## config.mk

```make
export PLATFORM = sky130hd
export DESIGN_NAME = dac_output_switch
export DESIGN_NICKNAME = d
export VERILOG_FILES = /design/src/rtl/dac_out_pkg.sv /design/src/rtl/dac_lane_scale.sv /design/src/rtl/dac_output_switch.sv
export SDC_FILE = /design/constraint.sdc
export NUM_CORES = 2
export LEC_CHECK = 0
export ABC_AREA = 1
export CAP_MARGIN = 40
export CORE_ASPECT_RATIO = 0.7
export CORE_MARGIN = 5
export CORE_UTILIZATION = 50
export CTS_CLUSTER_DIAMETER = 80
export DETAILED_ROUTE_END_ITERATION = 10
export GPL_ROUTABILITY_DRIVEN = 0
export PLACE_DENSITY = 0.74
export SLEW_MARGIN = 20
export SYNTH_ARGS = -nofsm -noshare
export SYNTH_HDL_FRONTEND = slang
export SYNTH_SLANG_ARGS = --single-unit
```

## constraint.sdc

```tcl
create_clock -name clock -period 16.8 [get_ports clock]
set_input_delay 3.36 -clock clock [delete_from_list [all_inputs] [get_ports clock]]
set_output_delay 3.36 -clock clock [all_outputs]
set_load 0.02 [all_outputs]
```

## src/rtl/dac_out_pkg.sv

```systemverilog
// dac_out_pkg: shared types and helpers for the DAC output switch.
//   state_t  - switch FSM encoding
//   SEL_*    - output_select source codes
//   sat16    - clip an 18-bit signed sum into the 16-bit signed range
package dac_out_pkg;

  typedef enum logic [1:0] {
    IDLE      = 2'd0,
    RAMP_DOWN = 2'd1,
    SWAP      = 2'd2,
    RAMP_UP   = 2'd3
  } state_t;

  localparam logic [4:0] SEL_MUTE = 5'd0;
  localparam logic [4:0] SEL_DAC1 = 5'd1;
  localparam logic [4:0] SEL_DAC2 = 5'd2;
  localparam logic [4:0] SEL_DAC3 = 5'd3;
  localparam logic [4:0] SEL_SUM  = 5'd4;
  localparam logic [4:0] SEL_TEST = 5'd5;

  function automatic logic signed [15:0] sat16(input logic signed [17:0] s);
    if (s > 18'sd32767)
      return 16'sh7fff;
    else if (s < 18'sh38000)  // -32768 in 18 bits
      return 16'sh8000;
    else
      return s[15:0];
  endfunction

endpackage

```

## src/rtl/dac_lane_scale.sv

```systemverilog
// dac_lane_scale: one 16-bit lane of the DAC output path.
//   Stage 1 registers the selected source (one stream, the clipped three-way
//   sum, the test pattern, or zero). Stage 2 registers
//   (src * gain) >>> RAMP_SHIFT, which floors and is exact at gain = 2^RAMP_SHIFT.
// Ports:
//   clock, reset    sample clock, async active-high reset
//   sel             source code for stage 1 (the top's active_select)
//   gain            gain already delayed one cycle to line up with stage 1
//   d1, d2, d3      signed lane samples of the three streams
//   pat             test-pattern word (only with DAC_OUT_TEST_PATTERN_EN)
//   out             scaled lane output
// Macro: DAC_OUT_TEST_PATTERN_EN makes code 5 select pat; otherwise it mutes.
module dac_lane_scale
  import dac_out_pkg::*;
#(
  parameter int RAMP_SHIFT = 6
) (
  input  logic                  clock,
  input  logic                  reset,
  input  logic [4:0]            sel,
  input  logic [RAMP_SHIFT:0]   gain,
  input  logic signed [15:0]    d1,
  input  logic signed [15:0]    d2,
  input  logic signed [15:0]    d3,
`ifdef DAC_OUT_TEST_PATTERN_EN
  input  logic [15:0]           pat,
`endif
  output logic signed [15:0]    out
);

  localparam int PW = 16 + RAMP_SHIFT + 2;

  logic signed [17:0]   sum;
  logic signed [15:0]   src_d, src_q;
  logic signed [15:0]   out_d, out_q;
  logic signed [PW-1:0] src_ext, gain_ext;

  always_comb begin
    sum = {{2{d1[15]}}, d1} + {{2{d2[15]}}, d2} + {{2{d3[15]}}, d3};
    src_d = '0;
    case (sel)
      SEL_MUTE: src_d = '0;
      SEL_DAC1: src_d = d1;
      SEL_DAC2: src_d = d2;
      SEL_DAC3: src_d = d3;
      SEL_SUM:  src_d = sat16(sum);
`ifdef DAC_OUT_TEST_PATTERN_EN
      SEL_TEST: src_d = pat;
`else
      SEL_TEST: src_d = '0;
`endif
      default:  src_d = '0;
    endcase
  end

  always_comb begin
    src_ext  = {{(PW-16){src_q[15]}}, src_q};
    gain_ext = {{(PW-RAMP_SHIFT-1){1'b0}}, gain};
    out_d    = 16'((src_ext * gain_ext) >>> RAMP_SHIFT);
  end

  always_ff @(posedge clock or posedge reset) begin
    if (reset) begin
      src_q <= '0;
      out_q <= '0;
    end else begin
      src_q <= src_d;
      out_q <= out_d;
    end
  end

  assign out = out_q;

endmodule

```

## src/rtl/dac_output_switch.sv

```systemverilog
// dac_output_switch: click-free source selector in front of the DAC.
//   Any change of source ramps the gain down to zero, swaps the source, then
//   ramps the gain back up. Gain, source and code move together through the
//   2-stage lane datapath.
// Ports:
//   clock, reset     sample clock, async active-high reset
//   output_select    requested source code (0 mute, 1..3 stream, 4 sum, 5 test)
//   dac1/2/3_data    NUMBER_OF_LINE signed 16-bit lanes each, lane k = [16k+15:16k]
//   dac_data_out     scaled selected source
//   active_select    code currently feeding the datapath
//   switch_busy      high whenever the FSM is not IDLE
// Macro: DAC_OUT_TEST_PATTERN_EN adds the 16-bit sawtooth counter for code 5.
//
// state     | meaning
// ----------+-------------------------------------------------------------
// IDLE      | gain parked; waits for sel_q to differ from active_select
// RAMP_DOWN | gain falls by one per cycle; a revert turns it into RAMP_UP
// SWAP      | gain is zero; active_select takes the latest sel_q
// RAMP_UP   | gain rises by one per cycle to full scale; a new request turns
//           | it back into RAMP_DOWN from the current gain
module dac_output_switch
  import dac_out_pkg::*;
#(
  parameter int NUMBER_OF_LINE = 8,
  parameter int RAMP_SHIFT     = 6
) (
  input  logic                         clock,
  input  logic                         reset,
  input  logic [4:0]                   output_select,
  input  logic [16*NUMBER_OF_LINE-1:0] dac1_data,
  input  logic [16*NUMBER_OF_LINE-1:0] dac2_data,
  input  logic [16*NUMBER_OF_LINE-1:0] dac3_data,
  output logic [16*NUMBER_OF_LINE-1:0] dac_data_out,
  output logic [4:0]                   active_select,
  output logic                         switch_busy
);

  localparam logic [RAMP_SHIFT:0] G_FULL = {1'b1, {RAMP_SHIFT{1'b0}}};
  localparam logic [RAMP_SHIFT:0] G_ONE  = {{RAMP_SHIFT{1'b0}}, 1'b1};

  logic [4:0]          sel_d, sel_q;
  state_t              state_d, state_q;
  logic [RAMP_SHIFT:0] gain_d, gain_q;
  logic [RAMP_SHIFT:0] gain_dp_q;
  logic [4:0]          active_d, active_q;

  assign sel_d = output_select;

  // Transitions fire on the cycle that lands gain on its end value, so a full
  // switch costs G_FULL cycles down, one SWAP cycle and G_FULL cycles up.
  always_comb begin
    state_d  = state_q;
    gain_d   = gain_q;
    active_d = active_q;
    case (state_q)
      IDLE: begin
        if (sel_q != active_q) state_d = RAMP_DOWN;
      end
      RAMP_DOWN: begin
        if (sel_q == active_q) begin
          state_d = RAMP_UP;
        end else if (gain_q == '0) begin
          state_d = SWAP;
        end else begin
          gain_d = gain_q - G_ONE;
          if (gain_q == G_ONE) state_d = SWAP;
        end
      end
      SWAP: begin
        active_d = sel_q;
        state_d  = RAMP_UP;
      end
      RAMP_UP: begin
        if (sel_q != active_q) begin
          state_d = RAMP_DOWN;
        end else if (gain_q == G_FULL) begin
          state_d = IDLE;
        end else begin
          gain_d = gain_q + G_ONE;
          if (gain_q == G_FULL - G_ONE) state_d = IDLE;
        end
      end
      default: state_d = IDLE;
    endcase
  end

  // gain_dp_q delays the gain by one cycle so it meets the registered source.
  always_ff @(posedge clock or posedge reset) begin
    if (reset) begin
      sel_q     <= '0;
      state_q   <= IDLE;
      gain_q    <= '0;
      gain_dp_q <= '0;
      active_q  <= '0;
    end else begin
      sel_q     <= sel_d;
      state_q   <= state_d;
      gain_q    <= gain_d;
      gain_dp_q <= gain_q;
      active_q  <= active_d;
    end
  end

`ifdef DAC_OUT_TEST_PATTERN_EN
  logic [15:0] pat_cnt_d, pat_cnt_q;

  assign pat_cnt_d = pat_cnt_q + 16'd1;

  always_ff @(posedge clock or posedge reset) begin
    if (reset) pat_cnt_q <= '0;
    else       pat_cnt_q <= pat_cnt_d;
  end
`endif

  for (genvar k = 0; k < NUMBER_OF_LINE; k++) begin : g_lane
`ifdef DAC_OUT_TEST_PATTERN_EN
    logic [15:0] pat_word;
    assign pat_word = pat_cnt_q * 16'(NUMBER_OF_LINE) + 16'(k);
`endif
    dac_lane_scale #(.RAMP_SHIFT(RAMP_SHIFT)) u_lane (
      .clock (clock),
      .reset (reset),
      .sel   (active_q),
      .gain  (gain_dp_q),
      .d1    (dac1_data[16*k +: 16]),
      .d2    (dac2_data[16*k +: 16]),
      .d3    (dac3_data[16*k +: 16]),
`ifdef DAC_OUT_TEST_PATTERN_EN
      .pat   (pat_word),
`endif
      .out   (dac_data_out[16*k +: 16])
    );
  end

  assign active_select = active_q;
  assign switch_busy   = (state_q != IDLE);

endmodule

```

# Word level (Yosys, flattened, before mapping)
# Index checks and enable logic that the tools add are counted.
# classes
add_sub_neg	18
mul	8
order_cmp	16
n_eq_ne	19
muxes	37
n_reduce_logical	6
# ops
op	n
$pmux W16 S4	8
$mux W16	16
$mul A16 B8 Y22	8
$add A18 B18 Y18	8
$gt A18 B16 Y1 const B	8
$lt A18 B16 Y1 const B	8
$add A16 B16 Y17	8
$mux W7	4
$mux W2	7
$pmux W7 S2	1
$eq A5 B2 Y1 const B	2
$ne A2 B2 Y1 const B	5
$ne A4 B4 Y1 const B	2
$pmux W2 S4	1
$add A7 B1 Y7 const B	1
$eq A7 B1 Y1 const B	1
$eq A7 B6 Y1 const B	1
$eq A7 B7 Y1 const B	1
$logic_not A7 Y1	1
$sub A7 B1 Y7 const B	1
$eq A5 B1 Y1 const B	1
$eq A5 B3 Y1 const B	1
$eq A5 B5 Y1	1
$ne A5 B5 Y1	1
6 further kinds	8
# totals
reg_bits	282
inputBits	391
out_inout_bits	134
elab_cells	125

# Depth between registers and ports, before layout
# logic_depth
depth_word	6
mapped_depth	28
mapped_depth_nobuf	27

# Modules after synthesis
# From an unflattened synthesis, not the netlist that was laid out.
# hier_totals
hier_cells	7467
hier_area_um2	55524.5
# modules_own_cells
mod	n_inst	cells_per_inst	area_per_inst_um2	seq_area_each_um2
dac_lane_scale at g_lane[1].u_lane ...	2	914	6702.7	800.8
dac_lane_scale at g_lane[3].u_lane	1	922	6845.3	800.8
dac_lane_scale at g_lane[7].u_lane	1	908	6820.3	800.8
dac_lane_scale at g_lane[0].u_lane	1	912	6815.3	800.8
dac_lane_scale at g_lane[5].u_lane	1	894	6759.0	800.8
dac_lane_scale at g_lane[6].u_lane	1	907	6729.0	800.8
dac_lane_scale at g_lane[4].u_lane	1	911	6642.6	800.8
dac_output_switch	1	185	1507.7	650.6

# Worst setup path after synthesis
# Ideal clock, no wire load.
# synth_timing
path_kind	input to register
start	input port dac1_data[80]
end	register g_lane[5].u_lane.src_q[6]
setup_ns	0.123
arrival_time_ns	6.206
t_required_ns	16.677
path_slack_ns	10.470
stages	24
n_path_buf	1
cell_sequence	ha_1 inv_1 fa_1 o21ai_0 nand4_1 nand3_1 nand2_1 nand2_1 nand2_1 a22oi_1 inv_1 ha_1 nand2_1 nor2_1 nand2_1 nor2_1 nand2_1 nand3_2 nand2_1 nand2_1 nand2_2 buf_6 nand3_1 nand3_2
# synth_between
elab_chain_len	6
elab_cells_between_ends	7
cone_classes	add/sub: 2; order compare: 2; mux: 3
# synth_lines
element	line	rtl
start: declaration	dac_output_switch.sv:30	input logic [16*NUMBER_OF_LINE-1:0] dac1_data,
$add A16 B16 Y17 (*)	dac_lane_scale.sv:39	sum = {{2{d1[15]}}, d1} + {{2{d2[15]}}, d2} + {{2{d3[15]}}, d3};
$add A18 B18 Y18 (*)	dac_lane_scale.sv:39	
$lt A18 B16 Y1	dac_out_pkg.sv:24	else if (s < 18'sh38000)
$mux W16	dac_out_pkg.sv:24	
$mux W16 (*)	dac_out_pkg.sv:22	if (s > 18'sd32767)
$pmux W16 S4 (*)	dac_lane_scale.sv:41	case (sel)
via g_lane[5].u_lane.src_d[6]	dac_lane_scale.sv:34	logic signed [15:0] src_d, src_q;
end signal: assignment	dac_lane_scale.sv:67	src_q <= src_d;
end: declaration	dac_lane_scale.sv:34	
# Mark *: on every way through the listed nets, which the timed path passes. The rest lies on a longest branch.
# A chain may end at the register's enable or synchronous reset.

# Worst setup path after layout
# layout_timing
start	input port dac2_data[80]
end	register g_lane[5].u_lane.src_q[10]
# layout_between
elab_chain_len	6
elab_cells_between_ends	7
cone_classes	add/sub: 2; order compare: 2; mux: 3
# layout_lines
element	line	rtl
start: declaration	dac_output_switch.sv:31	input logic [16*NUMBER_OF_LINE-1:0] dac2_data,
$add A16 B16 Y17 (*)	dac_lane_scale.sv:39	
$add A18 B18 Y18 (*)	dac_lane_scale.sv:39	
$lt A18 B16 Y1	dac_out_pkg.sv:24	
$mux W16	dac_out_pkg.sv:24	
$mux W16 (*)	dac_out_pkg.sv:22	
$pmux W16 S4 (*)	dac_lane_scale.sv:41	
via g_lane[5].u_lane.src_d[10]	dac_lane_scale.sv:34	
# Marks and branches as above.

==> run summary <==
CLOCK TREE
---------------------------------------------------------------------------------
# H-tree levels                                                                 2
Root buffer cell                                                        clkbuf_16
Number of buffers added for setup after CTS                                     0
Skew-Pair Late Insertion Delay                                            0.61 ns
CTS tree                                                                    built
Clock sink total                                                              282
Number of buffers created by CTS                                               37
Clock transition at path regs                                             0.07 ns
Number of hold-repair buffers added at the cts stage                            0
Number of buffers between clock root and the deepest sink                       3
Post-cts gate resize count                                                      0

PLACED DESIGN
---------------------------------------------------------------------------------
Inst Count DP                                                               10000
Dpl hpwl                                                                150000 um
Number of buffers inserted by port buffering                                  524
Standard cell area after detailed placement                            0.0644 mm2

FINAL LAYOUT
---------------------------------------------------------------------------------
Proportion of layout cells with a drive suffix above 1                      2.58%
Combined area of the multi-input logic cells                           0.0423 mm2
Final std cells w/o fill                                                    10100
Final std cell area, no fill                                           0.0659 mm2
Total area of sequential cells                                        0.00708 mm2
Filler cell count in the final layout                                       10600
Area grow syn2layout                                                        14.1%
Nets                                                                        10200

FLOORPLAN
---------------------------------------------------------------------------------
DIE AREA                                                                0.123 mm2
Starting Density                                                            50.3%
Site row count                                                                104
I/O pin count                                                                 525
Std-Cell Core Area                                                      0.115 mm2
Vertical die dimension                                                     294 um
Die boundary width                                                         416 um

TIMING
---------------------------------------------------------------------------------
Number of pins exceeding their max-slew limit in the final report               0
Final count of negative-setup-slack endpoints                                   0
Part of the cycle the worst path needs                                      41.0%
Worst-Margin Slew                                                        0.924 ns
Fmax achieved                                                           0.145 GHz
Worst clock skew                                                        0.0285 ns
Unrepaired setup endpoints after global routing                             false
Relative slew margins                                                       38.4%
Setup_tns                                                                    0 ns
Final Hold Violating Endpoints                                                  0
Final Critical Period                                                     6.89 ns
Final hold slack                                                         0.432 ns

GLOBAL ROUTE
---------------------------------------------------------------------------------
Total grt overflow                                                              0
Vias in the first global route                                              52200
Aggregate global-route resource usage                                       28.8%
Pin count of the biggest net entering global routing                          157
First-pass GRT wire length                                              284000 um
Number of antenna violations at the first check in global routing              15

POWER
---------------------------------------------------------------------------------
PD cells                                                               118 mW/mm2
PnR Total Power                                                           7.78 mW
Max IR drop VDD                                                           84.7 uV
Leakage                                                                   38.2 nW

SYNTH
---------------------------------------------------------------------------------
Compound-cell area share of the yosys netlist                               9.19%
Sequential-to-total area share from yosys stat                              12.2%
Netlist Area Pre-Place                                                 0.0578 mm2
Total of flip-flops plus latches after synthesis                              282
Unique masters post-synth                                                      56
Adder-cell area share of the yosys netlist                                  35.7%
Fraction of synthesis flops using an asynchronous set or reset pin           100%
Number of instances in the synthesized netlist                               8118
Combinational family with the most area after synthesis               adder cells
Proportion of synthesized area in mux cells                               0.0195%
Post-synthesis area per instance                                         7.12 um2
Count of flip-flops with a built-in enable after synthesis                      0
Top FF cell, synth                                                        dfrtp_1
Number of warning messages in the yosys log                                     0
Xor and xnor area share after synthesis                                     5.71%
Fraction of the mapped netlist area in simple logic gates                   22.6%
Syn nets                                                                     9766

MIN PATH
---------------------------------------------------------------------------------
Path category of the worst min-delay check                                reg2reg

CRITICAL PATH
---------------------------------------------------------------------------------
Endpoint class of the critical path                                          flop
Worst endpoint required time                                             17.25 ns
Critical-path maximum fanout                                                   13
Startpoint kind of the worst setup timing path                         input port
CP Data Arrival Time                                                      7.34 ns
Category of the critical setup timing path                                 in2reg

DRT
---------------------------------------------------------------------------------
TritonRoute pass-1 iters                                                        9
Vias after detailed routing                                                 53300
Antenna Nets Post-Route                                                         0
Routed wire length                                                      180000 um
Number of vias per cell after detailed routing                               5.26
Detailed Route Iter0 Violations                                              4688
Post-route DRC violation count                                                  0
Routed WL per cell                                                        17.8 um

RUN STATUS
---------------------------------------------------------------------------------
Status                                                               finished, final reports clean

JOB
---------------------------------------------------------------------------------
Number of maximum-capacitance constraint violations                             0

==> per-layer routing <==
metal / global-route usage, % / part of all wire [%]
met5: 0 / 0.043
met3: 8.74 / 11
met4: 8.05 / 2.7
met2: 40.8 / 40
met1: 42.5 / 46
==> worst max-delay path: stages <==
cell             delay [ns]
clkdlybuf4s50_1        0.55
ha_1                   0.19
inv_1                  0.05
fa_1                   0.39
o21ai_0                0.48
nand4_1                0.16
nand3_1                0.18
nand2_1                0.09
nand2_1                0.06
nand2_1                0.06
a22oi_1                0.15
inv_1                  0.06
ha_1                   0.39
nand2_1                0.09
nor2_1                 0.16
nand2_1                0.09
nor2_1                 0.09
nand2_1                0.10
nand3_2                0.10
nand2_1                0.05
nand2_1                0.09
nand2_2                0.16
nand3_1                0.11
nand3_1                0.09
==> cell families (layout without fill, tap and decap cells) <==
group / count (synthesis) / count (layout)
xor+xnor: 377 / 377
flops: 282 / 282
simple gates: 3121 / 3121
other cells: 0 / 11
fa+ha+maj: 1257 / 1257
mux: 1 / 1
buf+inv: 2183 / 2633
compound gates: 897 / 897
==> final timing paths <==
path | start | to | slack [ns] | depth (start not counted)
setup / recovery | dac2_data[80] | g_lane[5].u_lane.src_q[10] | 9.91 | 24
hold / removal | gain_q[4] | gain_dp_q[4] | 0.43 | 0
setup reg to reg | gain_dp_q[0] | g_lane[3].u_lane.out[15] | 11.20 | 14
hold reg to reg | gain_q[4] | gain_dp_q[4] | 0.43 | 0
max in group asynchronous | reset | gain_dp_q[0] | 12.33 | 3
min in group asynchronous | reset | g_lane[7].u_lane.out[12] | 3.22 | 2
==> report_power, final <==
| group | leakage, nW | internal (mW) | switching [mW] |
|---|---|---|---|
| clock network | 0.609 | 0.473 | 0.352 |
| logic | 33.9 | 2.05 | 3.52 |
| registers | 3.72 | 0.919 | 0.469 |
==> flip-flops by register name, indices dropped and copies added, names as in the netlist <==
name and flops:
state_q 2, active_select 5, gain_dp_q 7, gain_q 7, g_lane.u_lane.src_q 128, sel_q 5, g_lane.u_lane.out 128
==> cell usage in the layout (no fill, tap or decap), types with 35 or more instances in the layout <==
cell type,count
a21oi_1,484
a22o_1,118
a31oi_1,35
clkbuf_16,37
clkdlybuf4s50_1,524
dfrtp_1,275
fa_1,656
ha_1,601
inv_1,2004
nand2_1,2199
nand2_2,40
nand3_1,395
nand4_1,45
nor2_1,282
nor3_1,50
o21ai_0,124
o21bai_1,35
xnor2_1,119
xor2_1,258
==> through the flow <==
| stage | utilization (%) | worst slack, ns |
|---|---|---|
| 6_report | 57.4 | 9.91 |
| 5_1_grt | 57.4 | 9.42 |
| 4_1_cts | 57.2 | 9.96 |
| 3_5_place_dp | 56.1 | 9.33 |
| 3_3_place_gp | 55.9 | 9.33 |
| 2_1_floorplan | - | 5.66 |
==> final cells by class <==
type / count / share of cell area (%)
Inverter: 2013 / 11.5
Antenna cell: 11 / 0.0418
Sequential cell: 282 / 10.7
Clock buffer: 47 / 1.55
Clock inverter: 20 / 0.365
Multi-Input combinational cell: 5653 / 64.2
Timing Repair Buffer: 553 / 8.68
Tap cell: 1537 / 2.92
==> cells in the mapped netlist (9+ instances only) <==
library cell	n	share of area, %
nor3_1	50	0.43
buf_1	9	0.058
xor2_1	258	3.9
fa_1	656	23
nand2_2	40	0.43
nand3b_1	21	0.27
o21bai_1	35	0.45
a21boi_0	13	0.17
nor4_1	13	0.14
nor2_1	283	1.8
nand4_1	45	0.49
nand3_1	395	3.4
buf_2	28	0.24
xnor2_1	119	1.8
a211oi_1	10	0.13
nand3_2	33	0.57
a31oi_1	35	0.38
inv_1	2005	13
o21ai_0	124	1.1
buf_4	15	0.19
a21oi_1	484	4.2
a21o_1	21	0.27
o21ai_1	10	0.087
clkbuf_1	100	0.65
a22o_1	118	1.8
buf_6	17	0.33
dfrtp_1	282	12
ha_1	601	13
nand2_1	2199	14
No activity file was read; power rests on OpenSTA's default activity.
